### src/rtl/id_ex_pipe_if.sv
// Decode-stage bundle presented to the ID/EX pipeline register.
// The decoder drives it through the master modport; id_ex_pipe samples it through the slave modport.
interface id_ex_pipe_if #(
    parameter int XLEN = 32
);
    logic            valid;
    logic [XLEN-1:0] pc;
    logic [4:0]      rs1;
    logic [4:0]      rs2;
    logic [4:0]      rd;
    logic            uses_rs1;
    logic            uses_rs2;
    logic [XLEN-1:0] rs1_data;
    logic [XLEN-1:0] rs2_data;
    logic [XLEN-1:0] imm;
    logic            rf_en;
    logic            mem_rd;
    logic            mem_wr;
    logic [3:0]      alu_op;
    logic [1:0]      wb_sel;

    modport master (
        output valid, pc, rs1, rs2, rd, uses_rs1, uses_rs2,
               rs1_data, rs2_data, imm, rf_en, mem_rd, mem_wr, alu_op, wb_sel
    );
    modport slave (
        input  valid, pc, rs1, rs2, rd, uses_rs1, uses_rs2,
               rs1_data, rs2_data, imm, rf_en, mem_rd, mem_wr, alu_op, wb_sel
    );
endinterface

### src/rtl/id_ex_pipe.sv
// ID/EX pipeline register with load-use interlock, stall/flush handling
// and a wrapping counter of interlock bubbles.
module id_ex_pipe #(
    parameter int XLEN = 32
) (
    input  logic            clk,
    input  logic            rst,
    id_ex_pipe_if.slave     id,
    input  logic            ext_stall,
    input  logic            flush,
    output logic            ex_valid,
    output logic [XLEN-1:0] ex_pc,
    output logic [4:0]      ex_rs1,
    output logic [4:0]      ex_rs2,
    output logic [4:0]      ex_rd,
    output logic [XLEN-1:0] ex_rs1_data,
    output logic [XLEN-1:0] ex_rs2_data,
    output logic [XLEN-1:0] ex_imm,
    output logic            ex_rf_en,
    output logic            ex_mem_rd,
    output logic            ex_mem_wr,
    output logic [3:0]      ex_alu_op,
    output logic [1:0]      ex_wb_sel,
    output logic            stall_if_id,
    output logic            load_use_hazard,
    output logic [XLEN-1:0] bubble_cnt
);
    typedef struct packed {
        logic            valid;
        logic [XLEN-1:0] pc;
        logic [4:0]      rs1;
        logic [4:0]      rs2;
        logic [4:0]      rd;
        logic [XLEN-1:0] rs1_data;
        logic [XLEN-1:0] rs2_data;
        logic [XLEN-1:0] imm;
        logic            rf_en;
        logic            mem_rd;
        logic            mem_wr;
        logic [3:0]      alu_op;
        logic [1:0]      wb_sel;
    } ex_t;

    ex_t             ex_reg;
    ex_t             ex_next;
    logic [XLEN-1:0] cnt_reg;
    logic [XLEN-1:0] cnt_next;
    logic            rs1_match;
    logic            rs2_match;
    logic            hz;

    // A bubble is all-zero, so rd/rs fields of 0 steer forwarding to the register file.
    assign rs1_match = id.uses_rs1 && (id.rs1 == ex_reg.rd);
    assign rs2_match = id.uses_rs2 && (id.rs2 == ex_reg.rd);
    assign hz = id.valid && ex_reg.valid && ex_reg.mem_rd && (ex_reg.rd != 5'd0)
                && (rs1_match || rs2_match);

    assign load_use_hazard = hz && !flush && !ext_stall;
    assign stall_if_id     = ext_stall || load_use_hazard;

    always_comb begin
        ex_next  = ex_reg;
        cnt_next = cnt_reg;
        if (ext_stall) begin
            ex_next = ex_reg;
        end else if (flush) begin
            ex_next = '0;
        end else if (load_use_hazard) begin
            ex_next  = '0;
            cnt_next = cnt_reg + 1'b1;
        end else begin
            ex_next.valid    = id.valid;
            ex_next.pc       = id.pc;
            ex_next.rs1      = id.rs1;
            ex_next.rs2      = id.rs2;
            ex_next.rd       = id.rd;
            ex_next.rs1_data = id.rs1_data;
            ex_next.rs2_data = id.rs2_data;
            ex_next.imm      = id.imm;
            // Side-effecting controls are suppressed for an invalid slot.
            ex_next.rf_en    = id.valid && id.rf_en;
            ex_next.mem_rd   = id.valid && id.mem_rd;
            ex_next.mem_wr   = id.valid && id.mem_wr;
            ex_next.alu_op   = id.alu_op;
            ex_next.wb_sel   = id.wb_sel;
        end
    end

    always_ff @(posedge clk) begin
        if (rst) begin
            ex_reg  <= '0;
            cnt_reg <= '0;
        end else begin
            ex_reg  <= ex_next;
            cnt_reg <= cnt_next;
        end
    end

    assign ex_valid    = ex_reg.valid;
    assign ex_pc       = ex_reg.pc;
    assign ex_rs1      = ex_reg.rs1;
    assign ex_rs2      = ex_reg.rs2;
    assign ex_rd       = ex_reg.rd;
    assign ex_rs1_data = ex_reg.rs1_data;
    assign ex_rs2_data = ex_reg.rs2_data;
    assign ex_imm      = ex_reg.imm;
    assign ex_rf_en    = ex_reg.rf_en;
    assign ex_mem_rd   = ex_reg.mem_rd;
    assign ex_mem_wr   = ex_reg.mem_wr;
    assign ex_alu_op   = ex_reg.alu_op;
    assign ex_wb_sel   = ex_reg.wb_sel;
    assign bubble_cnt  = cnt_reg;
endmodule
### src/flat_wrapper.sv
// flat-port wrapper written by rule: the top's interface ports become plain ports
module id_ex_pipe_flat 
#(
    parameter int XLEN = 32
)
  (clk, rst, ext_stall, flush, ex_valid, ex_pc, ex_rs1, ex_rs2, ex_rd, ex_rs1_data, ex_rs2_data, ex_imm, ex_rf_en, ex_mem_rd, ex_mem_wr, ex_alu_op, ex_wb_sel, stall_if_id, load_use_hazard, bubble_cnt, id_valid, id_pc, id_rs1, id_rs2, id_rd, id_uses_rs1, id_uses_rs2, id_rs1_data, id_rs2_data, id_imm, id_rf_en, id_mem_rd, id_mem_wr, id_alu_op, id_wb_sel);
  id_ex_pipe_if #(.XLEN(XLEN)) id_i ();
  input  logic clk;
  input  logic rst;
  input  logic ext_stall;
  input  logic flush;
  output logic ex_valid;
  output logic [XLEN-1:0] ex_pc;
  output logic [4:0] ex_rs1;
  output logic [4:0] ex_rs2;
  output logic [4:0] ex_rd;
  output logic [XLEN-1:0] ex_rs1_data;
  output logic [XLEN-1:0] ex_rs2_data;
  output logic [XLEN-1:0] ex_imm;
  output logic ex_rf_en;
  output logic ex_mem_rd;
  output logic ex_mem_wr;
  output logic [3:0] ex_alu_op;
  output logic [1:0] ex_wb_sel;
  output logic stall_if_id;
  output logic load_use_hazard;
  output logic [XLEN-1:0] bubble_cnt;
  input wire logic [$bits(id_i.valid)-1:0] id_valid;
  input wire logic [$bits(id_i.pc)-1:0] id_pc;
  input wire logic [$bits(id_i.rs1)-1:0] id_rs1;
  input wire logic [$bits(id_i.rs2)-1:0] id_rs2;
  input wire logic [$bits(id_i.rd)-1:0] id_rd;
  input wire logic [$bits(id_i.uses_rs1)-1:0] id_uses_rs1;
  input wire logic [$bits(id_i.uses_rs2)-1:0] id_uses_rs2;
  input wire logic [$bits(id_i.rs1_data)-1:0] id_rs1_data;
  input wire logic [$bits(id_i.rs2_data)-1:0] id_rs2_data;
  input wire logic [$bits(id_i.imm)-1:0] id_imm;
  input wire logic [$bits(id_i.rf_en)-1:0] id_rf_en;
  input wire logic [$bits(id_i.mem_rd)-1:0] id_mem_rd;
  input wire logic [$bits(id_i.mem_wr)-1:0] id_mem_wr;
  input wire logic [$bits(id_i.alu_op)-1:0] id_alu_op;
  input wire logic [$bits(id_i.wb_sel)-1:0] id_wb_sel;
  assign id_i.valid = id_valid;
  assign id_i.pc = id_pc;
  assign id_i.rs1 = id_rs1;
  assign id_i.rs2 = id_rs2;
  assign id_i.rd = id_rd;
  assign id_i.uses_rs1 = id_uses_rs1;
  assign id_i.uses_rs2 = id_uses_rs2;
  assign id_i.rs1_data = id_rs1_data;
  assign id_i.rs2_data = id_rs2_data;
  assign id_i.imm = id_imm;
  assign id_i.rf_en = id_rf_en;
  assign id_i.mem_rd = id_mem_rd;
  assign id_i.mem_wr = id_mem_wr;
  assign id_i.alu_op = id_alu_op;
  assign id_i.wb_sel = id_wb_sel;
  id_ex_pipe #(.XLEN(XLEN)) u_core (.clk(clk), .rst(rst), .id(id_i), .ext_stall(ext_stall), .flush(flush), .ex_valid(ex_valid), .ex_pc(ex_pc), .ex_rs1(ex_rs1), .ex_rs2(ex_rs2), .ex_rd(ex_rd), .ex_rs1_data(ex_rs1_data), .ex_rs2_data(ex_rs2_data), .ex_imm(ex_imm), .ex_rf_en(ex_rf_en), .ex_mem_rd(ex_mem_rd), .ex_mem_wr(ex_mem_wr), .ex_alu_op(ex_alu_op), .ex_wb_sel(ex_wb_sel), .stall_if_id(stall_if_id), .load_use_hazard(load_use_hazard), .bubble_cnt(bubble_cnt));
endmodule
### config.mk
export PLATFORM = sky130hd
export DESIGN_NAME = id_ex_pipe_flat
export DESIGN_NICKNAME = d
export VERILOG_FILES = /design/src/rtl/id_ex_pipe_if.sv /design/src/rtl/id_ex_pipe.sv /design/src/flat_wrapper.sv
export SDC_FILE = /design/constraint.sdc
export NUM_CORES = 1
export LEC_CHECK = 0
export ABC_AREA = 0
export ABC_CLOCK_PERIOD_IN_PS = 2440
export CAP_MARGIN = 20
export CORE_MARGIN = 3
export CORE_UTILIZATION = 39
export DETAILED_ROUTE_END_ITERATION = 16
export PLACE_DENSITY_LB_ADDON = 0.15
export RECOVER_POWER = 100
export SLEW_MARGIN = 10
export SYNTH_ARGS = -nofsm -noshare
export SYNTH_HDL_FRONTEND = slang
export SYNTH_SLANG_ARGS = --single-unit
### constraint.sdc
create_clock -name clk -period 2.44 [get_ports clk]
set_clock_uncertainty 0.1 [all_clocks]
set_input_delay 0.488 -clock clk [delete_from_list [all_inputs] [get_ports clk]]
set_output_delay 0.488 -clock clk [all_outputs]
set_load 0.01 [all_outputs]
==> impl_metrics.ini <==
[worst_hold_path]
hp-start = id_rs2[1]
hold_path_class = input pin to register

[sta]
worst_pin_slew_ns = 1.03
fin_crit_ns = 2.48
setup_tns_ns = -0.0820
finalMaxSlewViolations = 0
slew_headroom_pct = 31.0
rsz0062_at_grt = yes
min_period_over_period_pct = 102
setup_viol = 3
clock.fmax_ghz = 0.403
hold_violations = 0
fin_ws_ns = -0.0436

[synth]
synth_edf_count = 0
ys_seq_area_share_pct = 57.5
synth_area_leaders = dfxtp_1, a22o_1, or4_1
ys_warn_count = 0
yosysMostFrequentCell = dfxtp_1
synth_ff_type = dfxtp_1
async_flop_share_pct = 0
syn_avg_cell_area_um2 = 11.4
syn_nets = 726
ys_types = 34
ys_ff_latch = 185
synth_commonest_cells = dfxtp_1, a22o_1, a21oi_1
synth_area_um2 = 6450
syn_inst = 566
synth.largest_area_cell = dfxtp_1
yosys.area.top_type_share_pct = 57.5

[critical_path]
crit_start = u_core.ex_rd[3]
crit_type = register to primary output
start_kind = register
crit_required_ns = 1.85
critical_path_arrival_ns = 1.90
crit_fanout = 4
r2r_start = u_core.ex_rd[3]
critPathCaptureType = primary output

[layout]
syn2layout_area_growth_pct = 70.8
final_cells = 1164
finalInstanceArea_um2 = 11000
drive_above_1_share_pct = 10.3
fillers = 1181
nets = 1090

[floorplan]
fp.dieW_um = 135
die-area_um2 = 18100
start_util_pct = 40.1
fp.dieH_um = 135
fp.coreArea_um2 = 16100
ios = 346
num_rows = 46

[detailed_routing]
wl_per_cell_um = 19.7
drtIter0Drc = 320
drt.antenna.violating_nets = 0
first_pass_iters = 4
vias_per_cell = 5.35
route.vias.total = 6230
routed_wl_um = 22900
post-route-drc-count = 0

[placed_design]
dpl_cell_area_um2 = 10300
numPortBuffers = 345
dpl_worst_slack_ns = -0.757
dp_cells = 1122
place_congestion = 0.814
place_hpwl_um = 16900

[power_and_ir_drop]
switching_share_pct = 22.8
power_leakage_nw = 4.69
irDropWorstVdd_v = 0.000485
internal-power_mw = 5.34
power_frac_clock_pct = 43.4
pwr-share-seq_pct = 45.9
combPwrFrac_pct = 10.6
total_power_mw = 6.91
powerDensity_nw_per_um2 = 628
netSwitchingPower_mw = 1.57

[clocking]
cts_tree = yes
htreeDepth = 4
cts.sinks = 185
numCtsBuffers = 17
holdBufCountCts = 0
cts_max_path_buffers = 2
clock_latency_ns = 0.42
path_clk_slew_ns = 0.07
root_buffer = clkbuf_16

[global_route]
grt-ovfl-total = 0
grt_pass1_vias = 6337
grt_max_degree = 77
grt_pass1_wl_um = 34600
grt_usage_pct = 24.0
antenna_found_initial = 7

[run]
maxCapViolCount = 0

[status]
violations = setup timing
status = complete, but fails checks
==> final cells by class <==
cell class                 instances  area, um^2  area share, %
multi-input combinational        328        2520           22.9
antenna                            5        12.5          0.114
inverter                           6        22.5          0.205
clock buffer                      18         439           3.99
timing repair buffer             392        3830           34.8
tap                              216         270           2.45
sequential                       185        3710           33.7
clock inverter                    14         208           1.89
==> per-stage QoR <==
step	hold WS (ns)	util, %
2_1_floorplan	0.404	-
3_3_place_gp	0.360	64.2
3_5_place_dp	0.362	64.2
4_1_cts	0.328	68.3
5_1_grt	0.252	68.6
6_report	0.238	68.6
==> repair_timing <==
item                                    CTS  global route
gates cloned                              0             1
pin swaps                                 7             4
setup buffers                             2             2
endpoints found under the setup margin  159           106
resized for setup                        19            12
==> flip-flops by register name, summed over array words and instances, names as in the netlist <==
name                count
u_core.ex_rs2_data     32
u_core.ex_mem_wr        1
u_core.ex_pc           32
u_core.ex_rf_en         1
u_core.ex_rs1_data     32
u_core.ex_imm          32
u_core.ex_rs1           5
u_core.bubble_cnt      32
u_core.ex_valid         1
u_core.ex_mem_rd        1
u_core.ex_wb_sel        2
u_core.ex_alu_op        4
u_core.ex_rd            5
u_core.ex_rs2           5
==> per-layer routing <==
| layer | part of all wire [%] | track usage, % | vias up |
|---|---|---|---|
| li1 | - | - | 2954 |
| met1 | 39 | 27.8 | 2957 |
| met2 | 50 | 40.7 | 262 |
| met3 | 7.4 | 7.90 | 53 |
| met4 | 3.4 | 10.6 | 4 |
| met5 | 0.092 | 0 | - |
==> cell usage in the layout (no fill, tap or decap), types with 3 or more instances in the layout <==
master / instances
nor2_1: 7
xnor2_1: 9
clkbuf_4: 3
clkbuf_16: 17
and3_1: 3
diode_2: 5
dlygate4sd3_1: 185
or3_1: 3
a21oi_1: 31
inv_1: 6
buf_4: 35
nand3_1: 14
inv_6: 3
clkdlybuf4s50_1: 148
nand2_1: 13
a22o_1: 152
or4_1: 28
buf_6: 4
bufinv_16: 4
clkinvlp_4: 4
o31ai_1: 28
dlygate4sd2_1: 6
dfxtp_1: 180
o21ai_0: 3
dfxtp_2: 5
dlymetal6s2s_1: 4
nand4_1: 13
==> critical path, cell delays in order, from the launching register on <==
cell	delay, ns
dfxtp_2	0.35
or4_4	0.57
o211ai_1	0.18
buf_4	0.16
o41ai_4	0.08
buf_2	0.15
==> kinds of logic after synthesis <==
group                      synth area share [%]
AOI/OAI and AO/OA                          27.7
xor gates and xnor gates                   1.36
adders and majority gates                 0.194
buffers and inverters                      4.48
DFF                                        57.5
muxes                                     0.175
and+or+nand+nor                            8.68
==> power groups by stage <==
stage          sequential [mW]  clock [mW]  combinational (mW)
6_report                  3.17        3.00               0.735
5_1_grt                   3.18        3.18               0.780
4_1_cts                   3.18        3.05               0.773
3_5_place_dp              3.24           0               0.769
3_3_place_gp              3.24           0               0.756
2_1_floorplan             3.28           0               0.191
==> worst paths after layout <==
path                       endpoint  slack, ns  cells past startpoint
min reg2reg  u_core.ex_rs2_data[14]       0.38                      1
max reg2reg       u_core.ex_imm[17]       0.02                      6
max                     stall_if_id      -0.04                      5
min                u_core.ex_rs2[1]       0.24                      2
(Power assumes the default switching activity.)
